[src/rtl/seq_gen.sv]
// Serial frame generator: 6-bit sync word, DATA_W payload bits MSB first, then
// one even-parity bit, followed by a one-cycle done pulse.
module seq_gen #(
    parameter int         DATA_W = 8,
    parameter logic [5:0] SYNC   = 6'b101110
) (
    input  logic              clk,
    input  logic              rst,
    input  logic              start,
    input  logic [DATA_W-1:0] data,
    output logic              out,
    output logic              busy,
    output logic              done
);

    localparam int FRAME_W = 6 + DATA_W;
    localparam int MAX_LEN = (DATA_W > 6) ? DATA_W : 6;
    localparam int CNT_W   = $clog2(MAX_LEN);

    typedef enum logic [1:0] {
        S_IDLE,
        S_SYNC,
        S_DATA,
        S_PAR
    } state_t;

    state_t             state_q;
    logic [CNT_W-1:0]   cnt_q;
    logic [FRAME_W-1:0] frame_q;
    logic               par_q;
    logic               out_q;
    logic               busy_q;
    logic               done_q;

    // frame_q holds the bits still to be sent after the one currently on out;
    // cnt_q counts down the bits left in the current state (0 = last one).
    always_ff @(posedge clk) begin
        if (rst) begin
            state_q <= S_IDLE;
            out_q   <= 1'b0;
            busy_q  <= 1'b0;
            done_q  <= 1'b0;
        end else begin
            case (state_q)
                S_IDLE: begin
                    done_q <= 1'b0;
                    if (start) begin
                        frame_q <= {SYNC[4:0], data, 1'b0};
                        par_q   <= ^data;
                        cnt_q   <= CNT_W'(5);
                        out_q   <= SYNC[5];
                        busy_q  <= 1'b1;
                        state_q <= S_SYNC;
                    end else begin
                        out_q  <= 1'b0;
                        busy_q <= 1'b0;
                    end
                end
                S_SYNC: begin
                    out_q   <= frame_q[FRAME_W-1];
                    frame_q <= {frame_q[FRAME_W-2:0], 1'b0};
                    if (cnt_q == '0) begin
                        cnt_q   <= CNT_W'(DATA_W - 1);
                        state_q <= S_DATA;
                    end else begin
                        cnt_q <= cnt_q - 1'b1;
                    end
                end
                S_DATA: begin
                    if (cnt_q == '0) begin
                        out_q   <= par_q;
                        state_q <= S_PAR;
                    end else begin
                        out_q   <= frame_q[FRAME_W-1];
                        frame_q <= {frame_q[FRAME_W-2:0], 1'b0};
                        cnt_q   <= cnt_q - 1'b1;
                    end
                end
                S_PAR: begin
                    out_q   <= 1'b0;
                    busy_q  <= 1'b0;
                    done_q  <= 1'b1;
                    state_q <= S_IDLE;
                end
                default: begin
                    out_q   <= 1'b0;
                    busy_q  <= 1'b0;
                    done_q  <= 1'b0;
                    state_q <= S_IDLE;
                end
            endcase
        end
    end

    assign out  = out_q;
    assign busy = busy_q;
    assign done = done_q;

endmodule

[config.mk]
export PLATFORM = sky130hd
export DESIGN_NAME = seq_gen
export DESIGN_NICKNAME = d
export VERILOG_FILES = /design/src/rtl/seq_gen.sv
export SDC_FILE = /design/constraint.sdc
export NUM_CORES = 1
export LEC_CHECK = 0
export BUFFER_PORTS_ARGS = -buffer_cell sky130_fd_sc_hd__buf_4
export CORE_UTILIZATION = 50
export CTS_CLUSTER_DIAMETER = 120
export DETAILED_ROUTE_END_ITERATION = 12
export PLACE_DENSITY = 0.73
export SLEW_MARGIN = 20
export SYNTH_ARGS = -nofsm -noshare
export SYNTH_HDL_FRONTEND = slang
export SYNTH_SLANG_ARGS = --single-unit
export TNS_END_PERCENT = 50
[constraint.sdc]
create_clock -name clk -period 3 [get_ports clk]
set_input_delay 0.3 -clock clk [delete_from_list [all_inputs] [get_ports clk]]
set_output_delay 0.3 -clock clk [all_outputs]
set_load 0.05 [all_outputs]
**Word level (Yosys, flattened, before mapping)**

Cells that the tools add are included.

- Bits in writable memories: 0
- Output and inout port bits: 3
- Memories kept: 0
- Bits of input ports: 11
- Bits in latches: 0
- Flip-flop bits (word level): 23
- Logic and storage cells: 40
- ROM bits: 0

- Bitwise logic cells: 1
- Equality and inequality tests: 7
- Add/subtract/negate cells: 1
- Multiplexer cells: 16
- Reductions and logical operators: 8
- Shifts and indexed selects: 0
- Divide/modulo/power cells: 0
- Multipliers: 0
- Magnitude comparators: 0

Operator list:

| kind | number |
|---|---|
| 14-bit one-hot mux with 3 select lines | 1 |
| 14-bit 2-to-1 mux | 2 |
| 3-bit 2-to-1 mux | 3 |
| 3-bit one-hot mux with 3 select lines | 1 |
| 2-bit inequality test, second input constant | 4 |
| 2-bit one-hot mux with 4 select lines | 1 |
| 8-bit XOR reduction | 1 |
| 2-bit 2-to-1 mux | 3 |
| 3-bit AND reduction | 2 |
| 2-bit equality test, second input constant | 2 |
| 1-bit one-hot mux with 2 select lines | 2 |
| 1-bit one-hot mux with 4 select lines | 1 |
| 4-bit AND reduction | 1 |
| 3-bit zero test | 1 |
| 3-bit nonzero test | 1 |
| 3-bit by 1-bit subtractor with 3-bit output, second input constant | 1 |
| 2-bit by 1-bit equality test with 1-bit output, second input constant | 1 |
| 2-bit zero test | 1 |
| 1-bit 2-to-1 mux | 2 |
| 2-bit nonzero test | 1 |
| 1-bit NOT | 1 |

**Logic depth before layout (Yosys ltp)**

Gate-level depths: netlist (run 1).

- Depth in word-level cells: 3
- Gate-level depth with buffers: 6
- Depth with buffers taken out: 6

**Worst setup path after synthesis (run 1)**

Ideal clock, no wire load.

- Path type: flip-flop to flip-flop
- From: register cnt_q[0]
- To: register cnt_q[0], enable pin
- Cell stages (with the launch flop): 5
- Period minus slack after synthesis: 3,203 ps
- Data required time: 2,558 ps
- Path slack: -203 ps
- Setup time: 442 ps
- Buffers on the path: 0
- Arrival time: 2,761 ps
- Cell sequence: edfxtp_1 -> inv_1 -> ha_1 -> and2b_2 -> a2111oi_1

- Word-level cells in the longest chain between the ends: 3

RTL lines:

| what | RTL line | RTL |
|---|---|---|
| start, declared | 28 | `logic [CNT_W-1:0] cnt_q;` |
| start signal, assigned | 63 | `cnt_q <= CNT_W'(DATA_W - 1);` |
| start signal, assigned | 66 | `cnt_q <= cnt_q - 1'b1;` |
| start signal, assigned | 76 | `cnt_q <= cnt_q - 1'b1;` |
| 3-bit zero test | 70 | `if (cnt_q == '0) begin` |
| 2-bit inequality test (no source line) | - |  |
| 4-bit AND reduction (no source line) | - |  |

No other way between the ends.
A chain may end at the register's enable or synchronous reset.

**Worst setup path after layout (run 1)**

- From: register state_q[0]
- To: register frame_q[3], enable pin

- Word-level cells in the longest chain between the ends: 3
- Elaborated cells on any way between the ends: 7
- Those cells by class: eq/ne: 4; reduce/logical: 3

RTL lines:

| what | RTL line | RTL |
|---|---|---|
| start, declared | 27 | `state_t state_q;` |
| start signal, assigned | 39 | `state_q <= S_IDLE;` |
| start signal, assigned | 53 | `state_q <= S_SYNC;` |
| start signal, assigned | 64 | `state_q <= S_DATA;` |
| 2-bit equality test (tied with other cells) | 44 | `case (state_q)` |
| 2-bit inequality test (no source line) / 3-bit nonzero test (equally long branches) | - |  |
| 4-bit AND reduction (no source line) * | - |  |
| end signal, assigned | 48 | `frame_q <= {SYNC[4:0], data, 1'b0};` |
| end signal, assigned | 61 | `frame_q <= {frame_q[FRAME_W-2:0], 1'b0};` |
| end signal, assigned | 75 | `frame_q <= {frame_q[FRAME_W-2:0], 1'b0};` |
| end, declared | 29 | `logic [FRAME_W-1:0] frame_q;` |

Mark *: on every way between the ends. The rest lies on a longest branch, timed or not.

==> results of run 1 <==
power by group:
| part | internal, mW | switching (mW) |
|---|---|---|
| logic | 0.224 | 0.282 |
| clock network | 0.135 | 0.0889 |
| registers | 0.463 | 0.0403 |
| total | 0.822 | 0.411 |
layout make-up:
type,instances,area (um2),area share [%]
inverters,4,15.0,1.15
flip-flops and latches,22,611,46.9
clock inverters,1,30.0,2.31
well taps,27,33.8,2.60
clock buffers,3,22.5,1.73
multi-input cells,61,484,37.2
repair buffers,14,105,8.08
worst max-delay path by stage:
| stage | startpoint | cells past startpoint | slack (ns) | endpoint |
|---|---|---|---|---|
| global placement | cnt_q[0]$_DFFE_PP_ | 5 | 0.92 | frame_q[1]$_SDFFCE_PN0P_ |
| floorplan | cnt_q[0]$_DFFE_PP_ | 4 | 0.58 | cnt_q[0]$_DFFE_PP_ |
| detailed placement | state_q[0]$_SDFFE_PP0P_ | 5 | 0.84 | frame_q[1]$_SDFFCE_PN0P_ |
| finish | state_q[0]$_SDFFE_PP0P_ | 5 | 0.83 | frame_q[3]$_DFFE_PP_ |
| CTS | state_q[0]$_SDFFE_PP0P_ | 5 | 0.83 | frame_q[3]$_DFFE_PP_ |
| global route | state_q[0]$_SDFFE_PP0P_ | 5 | 0.68 | frame_q[3]$_DFFE_PP_ |
registers in the layout, summed over array words and instances (netlist names):
signal	cells
cnt_q	3
busy	1
state_q	2
done	1
out	1
frame_q	13
par_q	1
Yosys cell counts:
master	count
a2111oi_0	1
a2111oi_1	1
a211oi_1	2
a21oi_1	3
a21oi_2	1
a22oi_1	1
and2_1	2
and2b_2	1
buf_2	1
clkbuf_1	1
dfxtp_1	5
edfxtp_1	17
ha_1	7
inv_1	4
mux2_2	7
mux2i_1	2
nand2_1	5
nand2b_1	3
nand2b_2	1
nor2_1	8
nor2b_1	4
nor3_1	1
o21ai_0	1
o21ai_2	1
or2_1	2
xnor2_1	6
xor2_1	1
cell usage in the layout, fill, tap and decap left out, types with 2 or more instances in the layout:
master / n
a211oi_1: 2
a21oi_1: 3
and2_1: 2
buf_4: 14
clkbuf_4: 3
dfxtp_1: 5
edfxtp_1: 17
ha_1: 7
inv_1: 4
mux2_2: 7
mux2i_1: 2
nand2_1: 5
nand2b_1: 3
nor2_1: 8
nor2b_1: 4
or2_1: 2
xnor2_1: 6
kinds of logic after synthesis:
kind of cell / Yosys count
AO/OA/AOI/OAI: 11
XOR/XNOR: 7
adder cells (fa/ha/maj): 7
buffers and inverters: 6
flip-flops: 22
multiplexers: 9
AND/OR/NAND/NOR: 27
routing by layer:
| layer | up-vias | GRT usage [%] | share of wire (%) |
|---|---|---|---|
| met1 | 312 | 24.0 | 52 |
| met4 | 0 | 7.35 | 0.75 |
| met3 | 2 | 3.74 | 2.0 |
| met5 | - | 0 | 0 |
| li1 | 342 | - | - |
| met2 | 10 | 24.1 | 45 |
==> flow_summary.toml, run 1 <==
[synthesis]
syn-cell-area_um2 = 1100
synth_top_family_by_area = "simple AND/OR/NAND/NOR gates"
synth_seq_cells = 22
synth_compound_area_share_pct = 7.16
synth_xor_area_share_pct = 5.57
synthAdderAreaFrac_pct = 7.95
synthTopCellsByArea = "edfxtp_1, dfxtp_1, ha_1"
yosysWarnings = 0
synthCells = 89
synthMuxAreaShare_pct = 8.98
syn-num-nets = 107
synth_seq_area_share_pct = 55.5
synth_simple_gate_area_share_pct = 12.7
yosysUniqueCellTypes = 27
synth_area_per_cell_um2 = 12.4
synth_area_leader_cell = "edfxtp_1"
synth_top_area_share_pct = 46.4

[sta]
slew-limit-headroom_pct = 55.7
finClkSkew_ns = 0.00899
setup_ws_ns = 0.831
rsz0062_at_grt = "false"
tightest_slew_ns = 0.665
setup_viol = 0
fin_crit_ns = 2.17
fmax_ghz = 0.461
hold_viol = 0
whs_ns = 0.216
fin_tns_setup_ns = 0
slew_viol_final = 0
period_share_pct = 72.3

[cts]
htreeDepth = 1
clk_latency_ns = 0.31
clock_path_buffers = 2
cts_setup_buffers = 0
cts-resized-gates = 0
ctsHoldBuffers = 0
cts_root_buf = "clkbuf_4"
cts_sinks = 22
clkSlewWorstSetupHoldPaths_ns = 0.12
cts_buffers = 3
cts_tree = "built"

[route]
routed_wl_mm = 1.73
drt-pass1-iter-count = 2
vias = 666
ant_nets = 0
drc = 0
viasPerCell = 5.05
drt-initial-drc-count = 11
drt-wirelength-per-cell_um = 13.1

[worst_hold_path]
hold_class = "in2reg"
hold_start = "rst"
hold_end = "state_q[1]$_SDFFE_PP0P_"
min_path_cells = 2

[final_layout]
drive_gt1_share_pct = 28.6
layout.nets = 124
diodes = 0
final_cells = 132
areaGrowthSynthToFinish_pct = 18.2
fin_util_pct = 64.4
fillers = 156
design_area_um2 = 1300

[placement]
pre_cts_ws_ns = 0.843
port_buffers = 13
dpl_cell_area_um2 = 1250
dp.cells = 128
dp_hpwl_mm = 1.30
place_congestion = 0.749

[floorplanning]
placementRows = 16
io_pins = 14
start_util_pct = 54.5
dieArea_um2 = 2390
core_um2 = 2020
die_w_um = 48.9
fp.dieH_um = 48.9

[setup_path]
r2r-end = "frame_q[3]$_DFFE_PP_"
crit_slowest_cell = "a2111oi_4"
r2r_start = "state_q[0]$_SDFFE_PP0P_"
crit_arrival_ns = 2.19
crit_chain = "inv_1 -> ha_1 -> nor2b_1 -> a2111oi_4 -> buf_4"
crit_fanout = 9
required_ns = 3.02
start_kind = "flop"
rrSetupSlack_ns = 0.83
critPathTopFamily = "compound AO/OA/AOI/OAI gates"
slowest_delay_ns = 0.66
end_kind = "flop"
critical_path_buf_inv_count = 2
critPathKind = "reg2reg"
rr_worst_depth = 5

[outcome]
status = "finished, final reports clean"

[global_route]
gr-usage-all-layers_pct = 16.7
antenna_found_initial = 0
overflow = 0
grt_max_degree = 21
grt_pass1_wl_mm = 2.96
grt_pass1_vias = 626

[power_and_ir_drop]
power_mw = 1.23
power.leakage_nw = 0.494
peakVddDrop_uv = 803
p_per_area_nw_per_um2 = 947

[run]
maxCapViolations = 0
No activity file was read; power rests on OpenSTA's default activity.
==> inputs of run 2 (changes only) <==
Clock period 3 ns to 1.9 ns, I/O delays scaled along.
==> flow_summary.toml, run 2 (same netlist as run 1, synthesis figures left out) <==
[global_route]
gr-usage-all-layers_pct = 17.7
grt_pass1_vias = 688
grt_max_degree = 17
grt_pass1_wl_mm = 3.13
antenna_found_initial = 0
overflow = 0

[final_layout]
areaGrowthSynthToFinish_pct = 21.4
fillers = 160
final_common_cell = "edfxtp_1"
drive_gt1_share_pct = 34.0
top_register = "frame_q"
largest_register_ffs = 13
diodes = 0
layout.nets = 125
largestRegisters = "frame_q x13, cnt_q x3, state_q x2"
mostFrequentLayoutCells = "edfxtp_1, buf_4, nor2_1"

[cts]
cts_setup_buffers = 0
cts_root_buf = "clkbuf_4"
clk_latency_ns = 0.30
cts_buffers = 3
cts-resized-gates = 0
clock_path_buffers = 2
ctsHoldBuffers = 0
cts_sinks = 22
cts_tree = "built"
htreeDepth = 1
clkSlewWorstSetupHoldPaths_ns = 0.12

[route]
viasPerCell = 5.16
drt-wirelength-per-cell_um = 13.6
routed_wl_mm = 1.80
vias = 686
ant_nets = 0
drt-pass1-iter-count = 6
drt-initial-drc-count = 16
drc = 0

[setup_path]
crit_start = "cnt_q[0]$_DFFE_PP_"
r2r_start = "cnt_q[0]$_DFFE_PP_"
required_ns = 1.93
crit_arrival_ns = 1.69
end_kind = "flop"
crit_fanout = 16
critPathKind = "reg2reg"
start_kind = "flop"

[sta]
fmax_ghz = 0.600
setup_ws_ns = 0.234
rsz0062_at_grt = "false"
hold_viol = 0
slew_viol_final = 0
fin_crit_ns = 1.67
tightest_slew_ns = 0.374
period_share_pct = 87.7
fin_tns_setup_ns = 0
setup_viol = 0
finClkSkew_ns = 0.00187
slew-limit-headroom_pct = 74.4

[floorplanning]
dieArea_um2 = 2390
die_w_um = 48.9
fp.dieH_um = 48.9
core_um2 = 2020
io_pins = 14
start_util_pct = 54.5
placementRows = 16

[power_and_ir_drop]
power.leakage_nw = 0.508
power_frac_clock_pct = 17.2
p_per_area_nw_per_um2 = 1510
power.switching_uw = 666
power.internal_mw = 1.36
p_seq_share_pct = 39.8
peakVddDrop_uv = 834
p_sw_share_pct = 32.9
pwr-share-comb_pct = 43.0

[worst_hold_path]
hold_class = "in2reg"
hold_start = "rst"

[run]
maxCapViolations = 0

[placement]
port_buffers = 13
pre_cts_ws_ns = 0.246
place_congestion = 0.786
dp_hpwl_mm = 1.34

[outcome]
status = "finished, final reports clean"
## run 2: changes by cell type in the layout (fill, tap and decap cells not counted), sizes merged
cell	previous run	this run
buf	14	15
## run 2: cell type report
type	count	area, um2	share of cell area (%)
flip-flops and latches	22	613	45.9
multi-input cells	61	497	37.2
repair buffers	15	125	9.36
well taps	27	33.8	2.53
clock inverters	1	30.0	2.25
clock buffers	3	22.5	1.69
inverters	4	15.0	1.12
## run 2: power groups by stage
| stage | sequential [mW] | clock [mW] | combinational, mW |
|---|---|---|---|
| 2_1_floorplan | 0.841 | 0 | 0.610 |
| 3_3_place_gp | 0.807 | 0 | 0.846 |
| 3_5_place_dp | 0.813 | 0 | 0.869 |
| 4_1_cts | 0.804 | 0.360 | 0.875 |
| 5_1_grt | 0.820 | 0.377 | 0.958 |
| 6_report | 0.805 | 0.348 | 0.870 |
## run 2: per-layer routing
layer / routed length [um] / up-vias / GRT usage (%)
li1: - / 345 / -
met1: 821 / 329 / 21.4
met2: 927 / 10 / 31.3
met3: 41 / 2 / 3.74
met4: 13 / 0 / 5.88
met5: 0 / - / 0
## run 2: worst paths after layout
path / endpoint / slack [ns] / cells after the start
setup / recovery: frame_q[1]$_SDFFCE_PN0P_ / 0.23 / 5
hold / removal: state_q[1]$_SDFFE_PP0P_ / 0.11 / 2
setup reg to reg: frame_q[1]$_SDFFCE_PN0P_ / 0.23 / 5
hold reg to reg: frame_q[11]$_SDFFCE_PP1P_ / 0.52 / 1
## run 2: per-stage QoR
step | hold slack (ns) | util (%) | instance area (um2) | std cells | power [mW]
floorplan | 0.255 | - | 1130 | 89 | 1.45
global placement | 0.425 | 63.5 | 1280 | 129 | 1.65
detailed placement | 0.434 | 63.5 | 1280 | 129 | 1.68
CTS | 0.0979 | 66.1 | 1340 | 133 | 2.04
global route | 0.0989 | 66.1 | 1340 | 133 | 2.16
finish | 0.108 | 66.1 | 1340 | 133 | 2.02
## run 2: critical path, cell delays in order (launching register included)
cell	delay, ns
edfxtp_1	0.34
inv_1	0.08
ha_2	0.20
and2b_2	0.23
a2111oi_4	0.35
buf_12	0.20
==> inputs of run 3 (changes only) <==
Settings changed: MAX_ROUTING_LAYER set to met4.
==> flow_summary.toml, run 3 (same netlist as run 1, synthesis figures left out) <==
[outcome]
status = "finished, final reports clean"

[route]
routed_wl_mm = 1.80
viasPerCell = 5.16
drt-pass1-iter-count = 6
drt-initial-drc-count = 16
ant_nets = 0
drt-wirelength-per-cell_um = 13.6
vias = 686
drc = 0

[placement]
dp.cells = 129
dp_hpwl_mm = 1.34
pre_cts_ws_ns = 0.246
place_congestion = 0.797
port_buffers = 13

[floorplanning]
placementRows = 16
io_pins = 14
fp.dieH_um = 48.9
dieArea_um2 = 2390
start_util_pct = 54.5
core_um2 = 2020
die_w_um = 48.9

[cts]
cts_setup_buffers = 0
cts_tree = "built"
clkSlewWorstSetupHoldPaths_ns = 0.12
clock_path_buffers = 2
htreeDepth = 1
cts_root_buf = "clkbuf_4"
cts-resized-gates = 0
clk_latency_ns = 0.30
cts_buffers = 3
ctsHoldBuffers = 0
cts_sinks = 22

[worst_hold_path]
hold_class = "in2reg"

[power_and_ir_drop]
power.leakage_nw = 0.508
peakVddDrop_uv = 834
p_per_area_nw_per_um2 = 1510

[global_route]
gr-usage-all-layers_pct = 18.2
grt_pass1_wl_mm = 3.14
overflow = 0
grt_max_degree = 17
antenna_found_initial = 0
grt_pass1_vias = 688

[sta]
setup_viol = 0
fmax_ghz = 0.600
fin_crit_ns = 1.67
slew_viol_final = 0
slew-limit-headroom_pct = 74.4
hold_viol = 0
finClkSkew_ns = 0.00187
period_share_pct = 87.7
fin_tns_setup_ns = 0
setup_ws_ns = 0.234
tightest_slew_ns = 0.374
rsz0062_at_grt = "false"

[setup_path]
end_kind = "flop"
rrSetupSlack_ns = 0.23
crit_arrival_ns = 1.69
start_kind = "flop"
crit_fanout = 16
critPathTopFamily = "compound AO/OA/AOI/OAI gates"
critPathKind = "reg2reg"
crit_chain = "inv_1 -> ha_2 -> and2b_2 -> a2111oi_4 -> buf_12"
critical_path_buf_inv_count = 2
required_ns = 1.93
crit_slowest_cell = "a2111oi_4"
slowest_delay_ns = 0.35

[final_layout]
largest_register_ffs = 13
diodes = 0
mostFrequentLayoutCells = "edfxtp_1, buf_4, nor2_1"
final_common_cell = "edfxtp_1"
drive_gt1_share_pct = 34.0
layout.nets = 125
top_register = "frame_q"
areaGrowthSynthToFinish_pct = 21.4
final_cells = 133
largestRegisters = "frame_q x13, cnt_q x3, state_q x2"

[run]
maxCapViolations = 0
==> run 3: cell counts in the layout (fill, tap and decap cells not counted) <==
Identical to the previous run, type by type.
==> run 3: final cells by class <==
class / instances / area, um2
clock inverters: 1 / 30.0
well taps: 27 / 33.8
clock buffers: 3 / 22.5
repair buffers: 15 / 125
inverters: 4 / 15.0
flip-flops and latches: 22 / 613
multi-input cells: 61 / 497
fillers: 160 / 686
==> run 3: where the power goes <==
group	internal, mW	switching (mW)
sequential	0.735	0.0707
clock	0.213	0.134
combinational	0.410	0.461
==> run 3: worst reg2reg max path: stages (launching register included) <==
cell       delay, ns
edfxtp_1        0.34
inv_1           0.08
ha_2            0.20
and2b_2         0.23
a2111oi_4       0.35
buf_12          0.20
==> run 3: path summary, 6_finish.rpt <==
check	cells after the start	start	to
max	5	cnt_q[0]$_DFFE_PP_	frame_q[1]$_SDFFCE_PN0P_
min	2	rst	state_q[1]$_SDFFE_PP0P_
max reg2reg	5	cnt_q[0]$_DFFE_PP_	frame_q[1]$_SDFFCE_PN0P_
min reg2reg	1	frame_q[10]$_SDFFCE_PP1P_	frame_q[11]$_SDFFCE_PP1P_
==> run 3: stage by stage <==
step	instance area (um2)	util, %	hold WS [ns]	power [mW]
2_1_floorplan	1130	-	0.255	1.45
3_3_place_gp	1280	63.5	0.425	1.65
3_5_place_dp	1280	63.5	0.434	1.68
4_1_cts	1340	66.1	0.0979	2.04
5_1_grt	1340	66.1	0.0989	2.16
6_report	1340	66.1	0.108	2.02
==> run 3: metal layers <==
layer	vias to the layer above	GRT usage, %	share of wire, %
li1	345	-	-
met1	329	21.4	46
met2	10	31.3	51
met3	2	3.74	2.3
met4	0	5.88	0.72
met5	-	-	0
